## src/rtl/farm_cam_pkg.sv

```systemverilog
// Shared definitions for the camera frame transmitter: RGB332 colours,
// test-pattern encodings, frame FSM states and a small sizing helper.
package farm_cam_pkg;

    // RGB332 colours, {R[7:5], G[4:2], B[1:0]}
    localparam logic [7:0] COL_GREEN = 8'h1C;
    localparam logic [7:0] COL_RED   = 8'hE0;
    localparam logic [7:0] COL_BLUE  = 8'h03;
    localparam logic [7:0] COL_WHITE = 8'hFF;

    // pat_sel encodings
    localparam logic [1:0] PAT_STREAM = 2'd0;
    localparam logic [1:0] PAT_GREEN  = 2'd1;
    localparam logic [1:0] PAT_RED    = 2'd2;
    localparam logic [1:0] PAT_BARS   = 2'd3;

    // Frame sequencer states
    typedef enum logic [2:0] {
        ST_IDLE   = 3'd0,
        ST_VSYNC  = 3'd1,
        ST_LINE   = 3'd2,
        ST_HBLANK = 3'd3,
        ST_VBLANK = 3'd4,
        ST_DONE   = 3'd5
    } cam_state_e;

    // Largest of four timing lengths; sizes the shared phase counter.
    function automatic int max_of4(input int a, input int b, input int c, input int d);
        int m;
        m = a;
        if (b > m) m = b;
        if (c > m) m = c;
        if (d > m) m = d;
        return m;
    endfunction

endpackage

```

## src/rtl/pix_fifo.sv

```systemverilog
// 4-entry x 8-bit synchronous FIFO for the incoming pixel stream.
// Push into a full FIFO and pop from an empty FIFO are ignored, so the
// caller may present raw requests; status flags come straight from the
// occupancy counter.
module pix_fifo (
    input  logic       clk,
    input  logic       rst,
    input  logic       push_i,
    input  logic [7:0] wdata_i,
    input  logic       pop_i,
    output logic [7:0] rdata_o,
    output logic       full_o,
    output logic       empty_o
);

    logic [7:0] mem_q [4];
    logic [1:0] wr_ptr_q;
    logic [1:0] rd_ptr_q;
    logic [2:0] count_q;
    logic       push_ok;
    logic       pop_ok;

    assign full_o  = (count_q == 3'd4);
    assign empty_o = (count_q == 3'd0);
    assign push_ok = push_i & ~full_o;
    assign pop_ok  = pop_i & ~empty_o;
    assign rdata_o = mem_q[rd_ptr_q];

    // Pointers and occupancy; reset empties the FIFO without touching storage.
    always_ff @(posedge clk or posedge rst) begin
        if (rst) begin
            wr_ptr_q <= 2'd0;
            rd_ptr_q <= 2'd0;
            count_q  <= 3'd0;
        end else begin
            if (push_ok) wr_ptr_q <= wr_ptr_q + 2'd1;
            if (pop_ok)  rd_ptr_q <= rd_ptr_q + 2'd1;
            case ({push_ok, pop_ok})
                2'b10:   count_q <= count_q + 3'd1;
                2'b01:   count_q <= count_q - 3'd1;
                default: count_q <= count_q;
            endcase
        end
    end

    // Storage array, written at the tail.
    always_ff @(posedge clk) begin
        if (push_ok) mem_q[wr_ptr_q] <= wdata_i;
    end

endmodule

```

## src/rtl/cam_frame_tx.sv

```systemverilog
// Camera-side frame generator: vsync pulse, href-framed lines and RGB332
// pixel bytes, sourced either from a valid/ready stream (via pix_fifo) or
// from a built-in pattern. All frame outputs are registered together so
// they stay cycle-aligned; they are computed from the next state so that
// a state entered on an edge is visible on the outputs in that same cycle.
module cam_frame_tx
    import farm_cam_pkg::*;
#(
    parameter int H_ACTIVE  = 64,
    parameter int H_BLANK   = 16,
    parameter int V_ACTIVE  = 48,
    parameter int V_BLANK   = 4,
    parameter int VSYNC_LEN = 2
) (
    input  logic       clk,
    input  logic       rst,
    input  logic       ena,
    input  logic       start,
    input  logic       continuous,
    input  logic [1:0] pat_sel,
    input  logic [7:0] pix_data,
    input  logic       pix_valid,
    output logic       pix_ready,
    output logic       vsync,
    output logic       href,
    output logic [7:0] pixel,
    output logic       busy,
    output logic       frame_done,
    output logic       underrun,
    output logic [7:0] frame_cnt
);

    localparam int CNT_W = $clog2(max_of4(H_ACTIVE, H_BLANK, V_BLANK, VSYNC_LEN));
    localparam int ROW_W = $clog2(V_ACTIVE + 1);

    localparam logic [CNT_W-1:0] VS_LAST  = CNT_W'(VSYNC_LEN - 1);
    localparam logic [CNT_W-1:0] H_LAST   = CNT_W'(H_ACTIVE - 1);
    localparam logic [CNT_W-1:0] HB_LAST  = CNT_W'(H_BLANK - 1);
    localparam logic [CNT_W-1:0] VB_LAST  = CNT_W'(V_BLANK - 1);
    localparam logic [ROW_W-1:0] ROW_LAST = ROW_W'(V_ACTIVE - 1);

    localparam logic [CNT_W-1:0] BAR1 = CNT_W'(H_ACTIVE / 4);
    localparam logic [CNT_W-1:0] BAR2 = CNT_W'(H_ACTIVE / 2);
    localparam logic [CNT_W-1:0] BAR3 = CNT_W'((3 * H_ACTIVE) / 4);

    // Sequencer state
    cam_state_e       state_q, state_d;
    logic [CNT_W-1:0] cnt_q, cnt_d;
    logic [ROW_W-1:0] row_q, row_d;
    logic [1:0]       pat_q, pat_d;

    // Registered outputs
    logic             vsync_q, vsync_d;
    logic             href_q, href_d;
    logic [7:0]       pixel_q, pixel_d;
    logic             busy_q, busy_d;
    logic             done_q, done_d;
    logic             underrun_q, underrun_d;
    logic [7:0]       frame_cnt_q, frame_cnt_d;

    // FIFO interface
    logic             fifo_push;
    logic             fifo_pop;
    logic [7:0]       fifo_rdata;
    logic             fifo_full;
    logic             fifo_empty;
    logic             stream_pix;

    // Colour-bar lookup by column: four equal-width vertical bars.
    function automatic logic [7:0] bar_pixel(input logic [CNT_W-1:0] col);
        if (col < BAR1)      return COL_GREEN;
        else if (col < BAR2) return COL_RED;
        else if (col < BAR3) return COL_BLUE;
        else                 return COL_WHITE;
    endfunction

    // Ready drops whenever full, even if a pop frees a slot this cycle;
    // this keeps the ready path free of the FSM decode.
    assign pix_ready = ena & ~fifo_full;
    assign fifo_push = pix_valid & pix_ready;
    assign fifo_pop  = ena & stream_pix & ~fifo_empty;

    pix_fifo u_fifo (
        .clk     (clk),
        .rst     (rst),
        .push_i  (fifo_push),
        .wdata_i (pix_data),
        .pop_i   (fifo_pop),
        .rdata_o (fifo_rdata),
        .full_o  (fifo_full),
        .empty_o (fifo_empty)
    );

    // Next-state, counter reload and output decode for the frame sequencer.
    always_comb begin
        state_d = state_q;
        cnt_d   = cnt_q;
        row_d   = row_q;
        pat_d   = pat_q;

        case (state_q)
            ST_IDLE: begin
                if (start) begin
                    state_d = ST_VSYNC;
                    cnt_d   = '0;
                end
            end
            ST_VSYNC: begin
                if (cnt_q == VS_LAST) begin
                    state_d = ST_LINE;
                    cnt_d   = '0;
                    row_d   = '0;
                end else begin
                    cnt_d = cnt_q + 1'b1;
                end
            end
            ST_LINE: begin
                if (cnt_q == H_LAST) begin
                    cnt_d   = '0;
                    state_d = (row_q == ROW_LAST) ? ST_VBLANK : ST_HBLANK;
                end else begin
                    cnt_d = cnt_q + 1'b1;
                end
            end
            ST_HBLANK: begin
                if (cnt_q == HB_LAST) begin
                    state_d = ST_LINE;
                    cnt_d   = '0;
                    row_d   = row_q + 1'b1;
                end else begin
                    cnt_d = cnt_q + 1'b1;
                end
            end
            ST_VBLANK: begin
                if (cnt_q == VB_LAST) begin
                    state_d = ST_DONE;
                    cnt_d   = '0;
                end else begin
                    cnt_d = cnt_q + 1'b1;
                end
            end
            ST_DONE: begin
                cnt_d   = '0;
                state_d = continuous ? ST_VSYNC : ST_IDLE;
            end
            default: begin
                state_d = ST_IDLE;
                cnt_d   = '0;
            end
        endcase

        // Pattern is frozen for the frame from the moment vsync starts.
        if (state_d == ST_VSYNC && state_q != ST_VSYNC) begin
            pat_d = pat_sel;
        end

        stream_pix = (state_d == ST_LINE) && (pat_d == PAT_STREAM);

        vsync_d = (state_d == ST_VSYNC);
        href_d  = (state_d == ST_LINE);
        busy_d  = (state_d != ST_IDLE);
        done_d  = (state_d == ST_DONE);

        pixel_d = 8'h00;
        if (state_d == ST_LINE) begin
            case (pat_d)
                PAT_STREAM: pixel_d = fifo_empty ? 8'h00 : fifo_rdata;
                PAT_GREEN:  pixel_d = COL_GREEN;
                PAT_RED:    pixel_d = COL_RED;
                default:    pixel_d = bar_pixel(cnt_d);
            endcase
        end

        // A stream pixel with nothing queued is a sticky underrun; timing never stalls.
        underrun_d = underrun_q | (stream_pix & fifo_empty);

        frame_cnt_d = frame_cnt_q;
        if (state_q == ST_VBLANK && state_d == ST_DONE) begin
            frame_cnt_d = frame_cnt_q + 8'd1;
        end
    end

    // Sequencer and output registers; ena low freezes everything.
    always_ff @(posedge clk or posedge rst) begin
        if (rst) begin
            state_q     <= ST_IDLE;
            cnt_q       <= '0;
            row_q       <= '0;
            pat_q       <= PAT_STREAM;
            vsync_q     <= 1'b0;
            href_q      <= 1'b0;
            pixel_q     <= 8'h00;
            busy_q      <= 1'b0;
            done_q      <= 1'b0;
            underrun_q  <= 1'b0;
            frame_cnt_q <= 8'd0;
        end else if (ena) begin
            state_q     <= state_d;
            cnt_q       <= cnt_d;
            row_q       <= row_d;
            pat_q       <= pat_d;
            vsync_q     <= vsync_d;
            href_q      <= href_d;
            pixel_q     <= pixel_d;
            busy_q      <= busy_d;
            done_q      <= done_d;
            underrun_q  <= underrun_d;
            frame_cnt_q <= frame_cnt_d;
        end
    end

    assign vsync      = vsync_q;
    assign href       = href_q;
    assign pixel      = pixel_q;
    assign busy       = busy_q;
    assign frame_done = done_q;
    assign underrun   = underrun_q;
    assign frame_cnt  = frame_cnt_q;

endmodule
```

## config.mk

```make
export PLATFORM = sky130hd
export DESIGN_NAME = cam_frame_tx
export DESIGN_NICKNAME = d
export VERILOG_FILES = /design/src/rtl/farm_cam_pkg.sv /design/src/rtl/pix_fifo.sv /design/src/rtl/cam_frame_tx.sv
export SDC_FILE = /design/constraint.sdc
export NUM_CORES = 1
export LEC_CHECK = 0
export ABC_CLOCK_PERIOD_IN_PS = 3400
export CORE_MARGIN = 2
export CORE_UTILIZATION = 30
export DETAILED_ROUTE_END_ITERATION = 12
export MAX_ROUTING_LAYER = met4
export PLACE_DENSITY = 0.55
export SYNTH_ARGS = -nofsm -noshare
export SYNTH_HDL_FRONTEND = slang
export SYNTH_HIERARCHICAL = 1
export SYNTH_SLANG_ARGS = --single-unit
```

## constraint.sdc

```tcl
create_clock -name clk -period 3.4 [get_ports clk]
set_clock_uncertainty 0.2 [all_clocks]
set_input_delay 0.51 -clock clk [delete_from_list [all_inputs] [get_ports clk]]
set_output_delay 0.51 -clock clk [all_outputs]
set_load 0.05 [all_outputs]
```

# ---- After elaboration in Yosys (flattened, before gate mapping)
# Memories as Yosys holds them, arrays and structs flattened.
# Cells that the tools add are included.
dict set report word_totals {
  n_memories 1
  ramBits 32
  latchBits 0
  input_bits 16
  romBits 0
  elab_cells 94
  output_inout_bits 22
  ff_bits 45
}
# memory depth width rd rd_clocked_by_memory_dff write_ports line
set memory_table {}
lappend memory_table {u_fifo.mem_q 4 8 1 0 1 pix_fifo.sv:16} ;# logic [7:0] mem_q [4];
dict set report op_classes {
  add_sub_neg 7
  n_mul 0
  mux 27
  reduce_logical 11
  bitwise 10
  n_eq_ne 21
  n_shift 0
  magnitude_cmp 3
  div_mod_pow 0
}
# cell n
set ops {}
lappend ops {{$mux W6} 7}
lappend ops {{$mux W8} 5}
lappend ops {{$pmux W6 S5} 1}
lappend ops {{$pmux W8 S3} 1}
lappend ops {{$mux W3} 6}
lappend ops {{$pmux W3 S6} 1}
lappend ops {{$add A6 B1 Y6 const B} 2}
lappend ops {{$eq A3 B3 Y1 const B} 4}
lappend ops {{$eq A6 B6 Y1 const B} 2}
lappend ops {{$lt A6 B6 Y1 const B} 2}
lappend ops {{$pmux W6 S2} 1}
lappend ops {{$eq A3 B2 Y1 const B} 3}
lappend ops {{$add A8 B1 Y8 const B} 1}
lappend ops {{$and A1 B1 Y1} 7}
lappend ops {{$eq A3 B1 Y1 const B} 2}
lappend ops {{$eq A6 B1 Y1 const B} 1}
lappend ops {{$eq A6 B2 Y1 const B} 1}
lappend ops {{$eq A6 B4 Y1 const B} 1}
lappend ops {{$logic_not A3 Y1} 2}
lappend ops {{$lt A6 B5 Y1 const B} 1}
lappend ops {{$pmux W3 S2} 1}
lappend ops {{$add A2 B1 Y2 const B} 2}
lappend ops {{$eq A2 B1 Y1 const B} 2}
lappend ops {{$eq A2 B2 Y1 const B} 2}
lappend ops {{other kinds (14)} 21}

# ---- Depth between registers and ports, before layout
dict set report depth {
  ltp_word 14
  ltp_mapped 14
  depth_no_buf 13
}

# ---- Hierarchy
# Netlist, hierarchy kept.
# mod area_per_inst_um2 cells_per_inst n_inst
set modules_own_cells {}
lappend modules_own_cells {cam_frame_tx 2394.8 244 1}
lappend modules_own_cells {pix_fifo 1596.5 80 1}

# ---- Worst setup path before layout
# Ideal clock, no wire load.
dict set report synth_timing {
  kind {register to register}
  from {register state_q[2]}
  to {register u_fifo.count_q[2]}
  slack_ps 407
  path_buffers 1
  arrival_ps 2713
  path_stages_with_launch 14
  period_less_slack_ps 2993
  t_required_ps 3121
  path_cell_list {dfrtp_1 > buf_2 > nor3b_1 > and3_1 > nor3_4 > nand4_2 > nor2b_1 > o31a_2 > ha_1 > inv_1 > fa_1 > xor2_1 > nor2_1 > xor2_1}
}
dict set report synth_via {
  elab_chain_cells 12
  elab_cells_between_ends 26
  cone_classes {eq/ne: 10; mux: 8; bitwise: 3; reduce/logical: 5}
}
# element line
set synth_rtl {}
lappend synth_rtl {{from (decl)} cam_frame_tx.sv:47} ;# cam_state_e state_q, state_d;
lappend synth_rtl {{from (signal assigned)} cam_frame_tx.sv:198} ;# state_q <= state_d;
lappend synth_rtl {{$eq A3 B3 Y1 (tied with other cells)} cam_frame_tx.sv:101} ;# case (state_q)
lappend synth_rtl {{$pmux W3 S6} cam_frame_tx.sv:101}
lappend synth_rtl {{$eq A3 B1 Y1} cam_frame_tx.sv:153} ;# if (state_d == ST_VSYNC && state_q != ST_VSYNC) begin
lappend synth_rtl {{$logic_and A1 B1 Y1} cam_frame_tx.sv:153}
lappend synth_rtl {{$mux W2} cam_frame_tx.sv:153}
lappend synth_rtl {{$logic_not A2 Y1} cam_frame_tx.sv:157} ;# stream_pix = (state_d == ST_LINE) && (pat_d == PAT_STREAM);
lappend synth_rtl {{$logic_and A1 B1 Y1 (*)} cam_frame_tx.sv:157}
lappend synth_rtl {{$and A1 B1 Y1 (*) (2 in series)} cam_frame_tx.sv:81} ;# assign fifo_pop = ena & stream_pix & ~fifo_empty;
lappend synth_rtl {{named net fifo_pop} cam_frame_tx.sv:63} ;# logic fifo_pop;
lappend synth_rtl {{$and A1 B1 Y1 (*)} pix_fifo.sv:26} ;# assign pop_ok = pop_i & ~empty_o;
lappend synth_rtl {{named net u_fifo.pop_ok} pix_fifo.sv:21} ;# logic pop_ok;
lappend synth_rtl {{$eq A2 B1 Y1 / $eq A2 B2 Y1 (equally long branches)} pix_fifo.sv:38} ;# case ({push_ok, pop_ok})
lappend synth_rtl {{$pmux W3 S2 / $reduce_bool A2 Y1 (equally long branches)} --}
lappend synth_rtl {{to (signal assigned)} pix_fifo.sv:39} ;# 2'b10: count_q <= count_q + 3'd1;
lappend synth_rtl {{to (signal assigned)} pix_fifo.sv:40} ;# 2'b01: count_q <= count_q - 3'd1;
lappend synth_rtl {{to (signal assigned)} pix_fifo.sv:41} ;# default: count_q <= count_q;
lappend synth_rtl {{to (decl)} pix_fifo.sv:19} ;# logic [2:0] count_q;
# Mark *: on every way through the listed nets, which the timed path passes. The rest lies on a longest branch.
# A chain may end at the register's enable or synchronous reset.

# ---- Worst setup path in the final report
dict set report layout_timing {
  from {input start}
  to {register u_fifo.count_q[2]}
}
dict set report layout_via {
  elab_chain_cells 12
  elab_cells_between_ends 15
  cone_classes {eq/ne: 4; mux: 4; bitwise: 3; reduce/logical: 4}
}
# element line
set layout_rtl {}
lappend layout_rtl {{from (decl)} cam_frame_tx.sv:18} ;# input logic start,
lappend layout_rtl {{$mux W3 (*)} cam_frame_tx.sv:103} ;# if (start) begin
lappend layout_rtl {{$pmux W3 S6 (*)} cam_frame_tx.sv:101}
lappend layout_rtl {{$eq A3 B1 Y1} cam_frame_tx.sv:153}
lappend layout_rtl {{$logic_and A1 B1 Y1} cam_frame_tx.sv:153}
lappend layout_rtl {{$mux W2} cam_frame_tx.sv:153}
lappend layout_rtl {{$logic_not A2 Y1} cam_frame_tx.sv:157}
lappend layout_rtl {{$logic_and A1 B1 Y1 (*)} cam_frame_tx.sv:157}
lappend layout_rtl {{$and A1 B1 Y1 (*) (2 in series)} cam_frame_tx.sv:81}
lappend layout_rtl {{named net fifo_pop} cam_frame_tx.sv:63}
lappend layout_rtl {{$and A1 B1 Y1 (*)} pix_fifo.sv:26}
lappend layout_rtl {{named net u_fifo.pop_ok} pix_fifo.sv:21}
lappend layout_rtl {{$eq A2 B1 Y1 / $eq A2 B2 Y1 (equally long branches)} pix_fifo.sv:38}
lappend layout_rtl {{$pmux W3 S2 / $reduce_bool A2 Y1 (equally long branches)} --}
# Marked as above.

==> impl_metrics.yaml <==
grt:
  global_route.overflow_total: 0
  grt_first_pass_wirelength_um: 13820
  grt_util_all_layers: 0.1296
  number_of_antenna_violations_at_the_first_check_in_global_routing: 0
  number_of_global_route_vias_before_repair: 2677
  maximum_number_of_pins_on_one_net_before_global_route_repair: 39
power_and_ir_drop:
  peakVddDrop_mv: 0.3163
  power-per-cell-area_nw_per_um2: 729.8
  leakage_nw: 1.978
  p_int_mw: 2.295
  finalPower_mw: 3.619
  switching_share: 0.3660
  seq_power_share: 0.380
  comb_power_share: 0.354
  switchingPower_mw: 1.324
  power_frac_clock: 0.266
clock_network:
  worstSkewPairLatency_ns: 0.34
  cts-buffers-inserted: 9
  clock_tree.root_cell: "sky130_fd_sc_hd__clkbuf_16"
  cts_max_level: 3
  numClockSinks: 77
  ctsResizeCount: 0
  clk_transition_reported_paths_ns: 0.06
  clock_tree_from_tritoncts: "yes"
  cts_hold_buf: 0
  max-clock-path-buffers: 2
timing:
  fmax_mhz: 315.2
  final_cycle_utilization_of_the_critical_path: 0.9330
  final-max-slew-violation-count: 0
  rsz0062_at_grt: "false"
  maxSlewHeadroom: 0.6053
  hold_viol_final: 0
  setup_viol: 0
  tightest_slew_ns: 0.5920
  layout_min_cycle_time_ns: 3.172
worst_setup_path:
  worstPathArrival_ns: 3.23
  reg2regPathDepth: 12
  critical_path_required_ns: 3.46
  critical_path_peak_fanout: 3
  worst-setup-path-type: "input pin to flip-flop"
  worstSetupEndpointType: "flip-flop"
  worst_setup_path_start_kind: "input pin"
final_layout:
  area_growth_syn_to_layout_pct: 24.23
  layout.nets: 406
  antennaDiodeCount: 0
  drive_gt1_frac: 0.2010
  final_cell_count_no_fill: 559
synthesis:
  syn_area_um2: 3991
  synth_top_flop_cell: "sky130_fd_sc_hd__dfrtp_1"
  synth_cell_type_count: 68
  synth_seq_area_share: 0.5229
  synth-edff-count: 32
  yosys_warnings: 6
  mean_syn_cell_area_um2: 12.32
  async_reset_ff_frac: 0.5844
  gate_count_after_technology_mapping: 324
  syn-num-nets: 352
  synth-seq-cells: 77
detailed_routing:
  drt-initial-drc-count: 124
  postRouteWirelength_um: 8524
  met3_wirelength_um: 279
  viasPerCell: 4.807
  drt.antenna.violating_nets: 0
  routed-wl-met2_um: 4112
  top_layer_used_by_detailed_routing: "met4"
  routed-via-count: 2687
  route.detailed.wl_per_inst_um: 15.25
  firstDrtPassIters: 4
  wl_met1_um: 3997
  drc: 0
place:
  routabilityCongestion: 0.8155
  hpwl_um: 6061
  numPortBuffers: 37
  count_of_placed_standard_cells_including_taps: 541
die:
  die_outline_area_um2: 14240
  die_w_um: 119.3
  initial_utilization: 0.3038
  die_height_um: 119.3
  pin_count: 38
  design.core.area_um2: 13140
  floorplan.rows: 42
min_path:
  worstHoldPathType: "input pin to asynchronous set/reset pin"
outcome:
  result_of_the_run: "complete, no violations"
job:
  cap_viol_max_count: 0
## power by group through the flow
| stage | combinational, mW | clock (mW) | sequential [mW] |
|---|---|---|---|
| detailed placement | 1.29 | 0 | 1.39 |
| global route | 1.41 | 1.02 | 1.41 |
| CTS | 1.30 | 0.995 | 1.38 |
| finish | 1.28 | 0.962 | 1.38 |
| global placement | 1.27 | 0 | 1.39 |
| floorplan | 0.848 | 0 | 1.45 |
## Yosys cell counts (3+ instances only)
| master | instances | area, µm² |
|---|---|---|
| sky130_fd_sc_hd__o22ai_1 | 4 | 25.02 |
| sky130_fd_sc_hd__nor3b_1 | 3 | 22.52 |
| sky130_fd_sc_hd__a22oi_1 | 4 | 30.03 |
| sky130_fd_sc_hd__nand2b_1 | 6 | 37.54 |
| sky130_fd_sc_hd__o21ai_0 | 17 | 85.08 |
| sky130_fd_sc_hd__nand2_1 | 28 | 105.1 |
| sky130_fd_sc_hd__dfrtp_1 | 45 | 1126 |
| sky130_fd_sc_hd__mux2_2 | 3 | 33.78 |
| sky130_fd_sc_hd__and3_1 | 6 | 37.54 |
| sky130_fd_sc_hd__nand4_1 | 4 | 25.02 |
| sky130_fd_sc_hd__a31oi_1 | 5 | 31.28 |
| sky130_fd_sc_hd__nor4_2 | 6 | 75.07 |
| sky130_fd_sc_hd__nor2_1 | 9 | 33.78 |
| sky130_fd_sc_hd__edfxtp_1 | 32 | 960.9 |
| sky130_fd_sc_hd__and2_2 | 4 | 30.03 |
| sky130_fd_sc_hd__a21o_1 | 3 | 22.52 |
| sky130_fd_sc_hd__o2bb2ai_1 | 8 | 70.07 |
| sky130_fd_sc_hd__clkbuf_1 | 4 | 15.01 |
| sky130_fd_sc_hd__and2_1 | 3 | 18.77 |
| sky130_fd_sc_hd__o21a_1 | 3 | 22.52 |
| sky130_fd_sc_hd__a21oi_1 | 7 | 35.03 |
| sky130_fd_sc_hd__xnor2_1 | 3 | 26.28 |
| sky130_fd_sc_hd__nor2b_1 | 6 | 37.54 |
| sky130_fd_sc_hd__mux4_2 | 8 | 180.2 |
| sky130_fd_sc_hd__buf_2 | 6 | 30.03 |
| sky130_fd_sc_hd__nand3_1 | 7 | 35.03 |
| sky130_fd_sc_hd__inv_1 | 16 | 60.06 |
| sky130_fd_sc_hd__ha_1 | 11 | 137.6 |
| sky130_fd_sc_hd__o21bai_1 | 3 | 22.52 |
| sky130_fd_sc_hd__xor2_1 | 10 | 87.58 |
## registers in the layout, summed over array words and instances (netlist names)
name             flops
u_fifo/count_q       3
pat_q                2
frame_done           1
u_fifo/wr_ptr_q      2
pixel                8
frame_cnt            8
u_fifo/rd_ptr_q      2
busy                 1
u_fifo/mem_q        32
underrun             1
href                 1
state_q              3
row_q                6
cnt_q                6
vsync                1
## final timing paths
| path | from | end | slack (ns) |
|---|---|---|---|
| setup / recovery | start | u_fifo/count_q[2]$_DFFE_PP0P_ | 0.23 |
| hold / removal | rst | u_fifo/count_q[0]$_DFFE_PP0P_ | 0.23 |
| setup reg to reg | cnt_q[5]$_DFFE_PP0P_ | u_fifo/count_q[2]$_DFFE_PP0P_ | 0.26 |
| hold reg to reg | frame_cnt[7]$_DFFE_PP0P_ | frame_cnt[7]$_DFFE_PP0P_ | 0.27 |
| max in group asynchronous | rst | frame_cnt[1]$_DFFE_PP0P_ | 2.23 |
| min in group clk | frame_cnt[7]$_DFFE_PP0P_ | frame_cnt[7]$_DFFE_PP0P_ | 0.27 |
## through the flow
step	utilization	TNS, ns	cell area, µm²	setup slack [ns]	hold slack [ns]
3_5_place_dp	0.3535	-0.08327	4644	-0.08327	0.2672
6_report	0.3774	0	4959	0.2276	0.2287
2_1_floorplan	-	0	3991	0.4074	0.1134
4_1_cts	0.3763	0	4943	0.1098	0.2367
5_1_grt	0.3774	0	4959	0.02435	0.2601
3_3_place_gp	0.3535	-0.007766	4644	-0.007766	0.2581
## cell families after synthesis
kind of cell	after synthesis	share of synthesized area
compound gates	72	0.1295
xor+xnor	13	0.02853
fa+ha+maj	12	0.03950
buf+inv	29	0.03386
flops	77	0.5229
mux	15	0.06520
simple gates	106	0.1806
## critical path, stage by stage
cell	delay, ns
sky130_fd_sc_hd__clkdlybuf4s50_1	0.47
sky130_fd_sc_hd__nor4b_1	0.19
sky130_fd_sc_hd__or4_1	0.54
sky130_fd_sc_hd__a21oi_2	0.18
sky130_fd_sc_hd__nor2b_1	0.14
sky130_fd_sc_hd__o31a_2	0.16
sky130_fd_sc_hd__ha_1	0.17
sky130_fd_sc_hd__inv_1	0.06
sky130_fd_sc_hd__fa_1	0.38
sky130_fd_sc_hd__xor2_1	0.15
sky130_fd_sc_hd__nor2_1	0.11
sky130_fd_sc_hd__xor2_1	0.16
## cell type report
class / instances / area [µm²]
clock buffers: 9 / 225.2
clock inverters: 7 / 73.82
fillers: 1290 / 8179
inverters: 16 / 60.06
multi-input cells: 218 / 1769
flip-flops and latches: 77 / 2087
well taps: 176 / 220.2
repair buffers: 56 / 523.0
## routing by layer
| metal | vias up | track usage |
|---|---|---|
| met5 | - | - |
| met4 | 0 | 0.04632 |
| met3 | 10 | 0.03400 |
| met2 | 47 | 0.2004 |
| met1 | 1310 | 0.1651 |
| li1 | 1320 | - |
## cell usage in the layout (no fill, tap or decap), types with 5 or more instances in the layout
cell type,netlist,layout
sky130_fd_sc_hd__clkdlybuf4s50_1,0,36
sky130_fd_sc_hd__a31oi_1,5,5
sky130_fd_sc_hd__nor2_1,9,9
sky130_fd_sc_hd__o21ai_0,17,17
sky130_fd_sc_hd__clkbuf_16,0,9
sky130_fd_sc_hd__nand2_1,28,28
sky130_fd_sc_hd__a21oi_1,7,7
sky130_fd_sc_hd__nor2b_1,6,6
sky130_fd_sc_hd__nor4_2,6,6
sky130_fd_sc_hd__nand2b_1,6,6
sky130_fd_sc_hd__ha_1,11,11
sky130_fd_sc_hd__edfxtp_1,32,32
sky130_fd_sc_hd__inv_1,16,16
sky130_fd_sc_hd__dfrtp_1,45,45
sky130_fd_sc_hd__mux4_2,8,8
sky130_fd_sc_hd__and3_1,6,6
sky130_fd_sc_hd__xor2_1,10,10
sky130_fd_sc_hd__o2bb2ai_1,8,8
sky130_fd_sc_hd__nand3_1,7,7
sky130_fd_sc_hd__buf_4,1,19
## timing repair
item                                    in CTS  in global routing
buffers inserted                             0                  2
endpoints found under the setup margin       0                  1
endpoints found under the hold margin        0                  0
No activity file was read; power rests on OpenSTA's default activity.
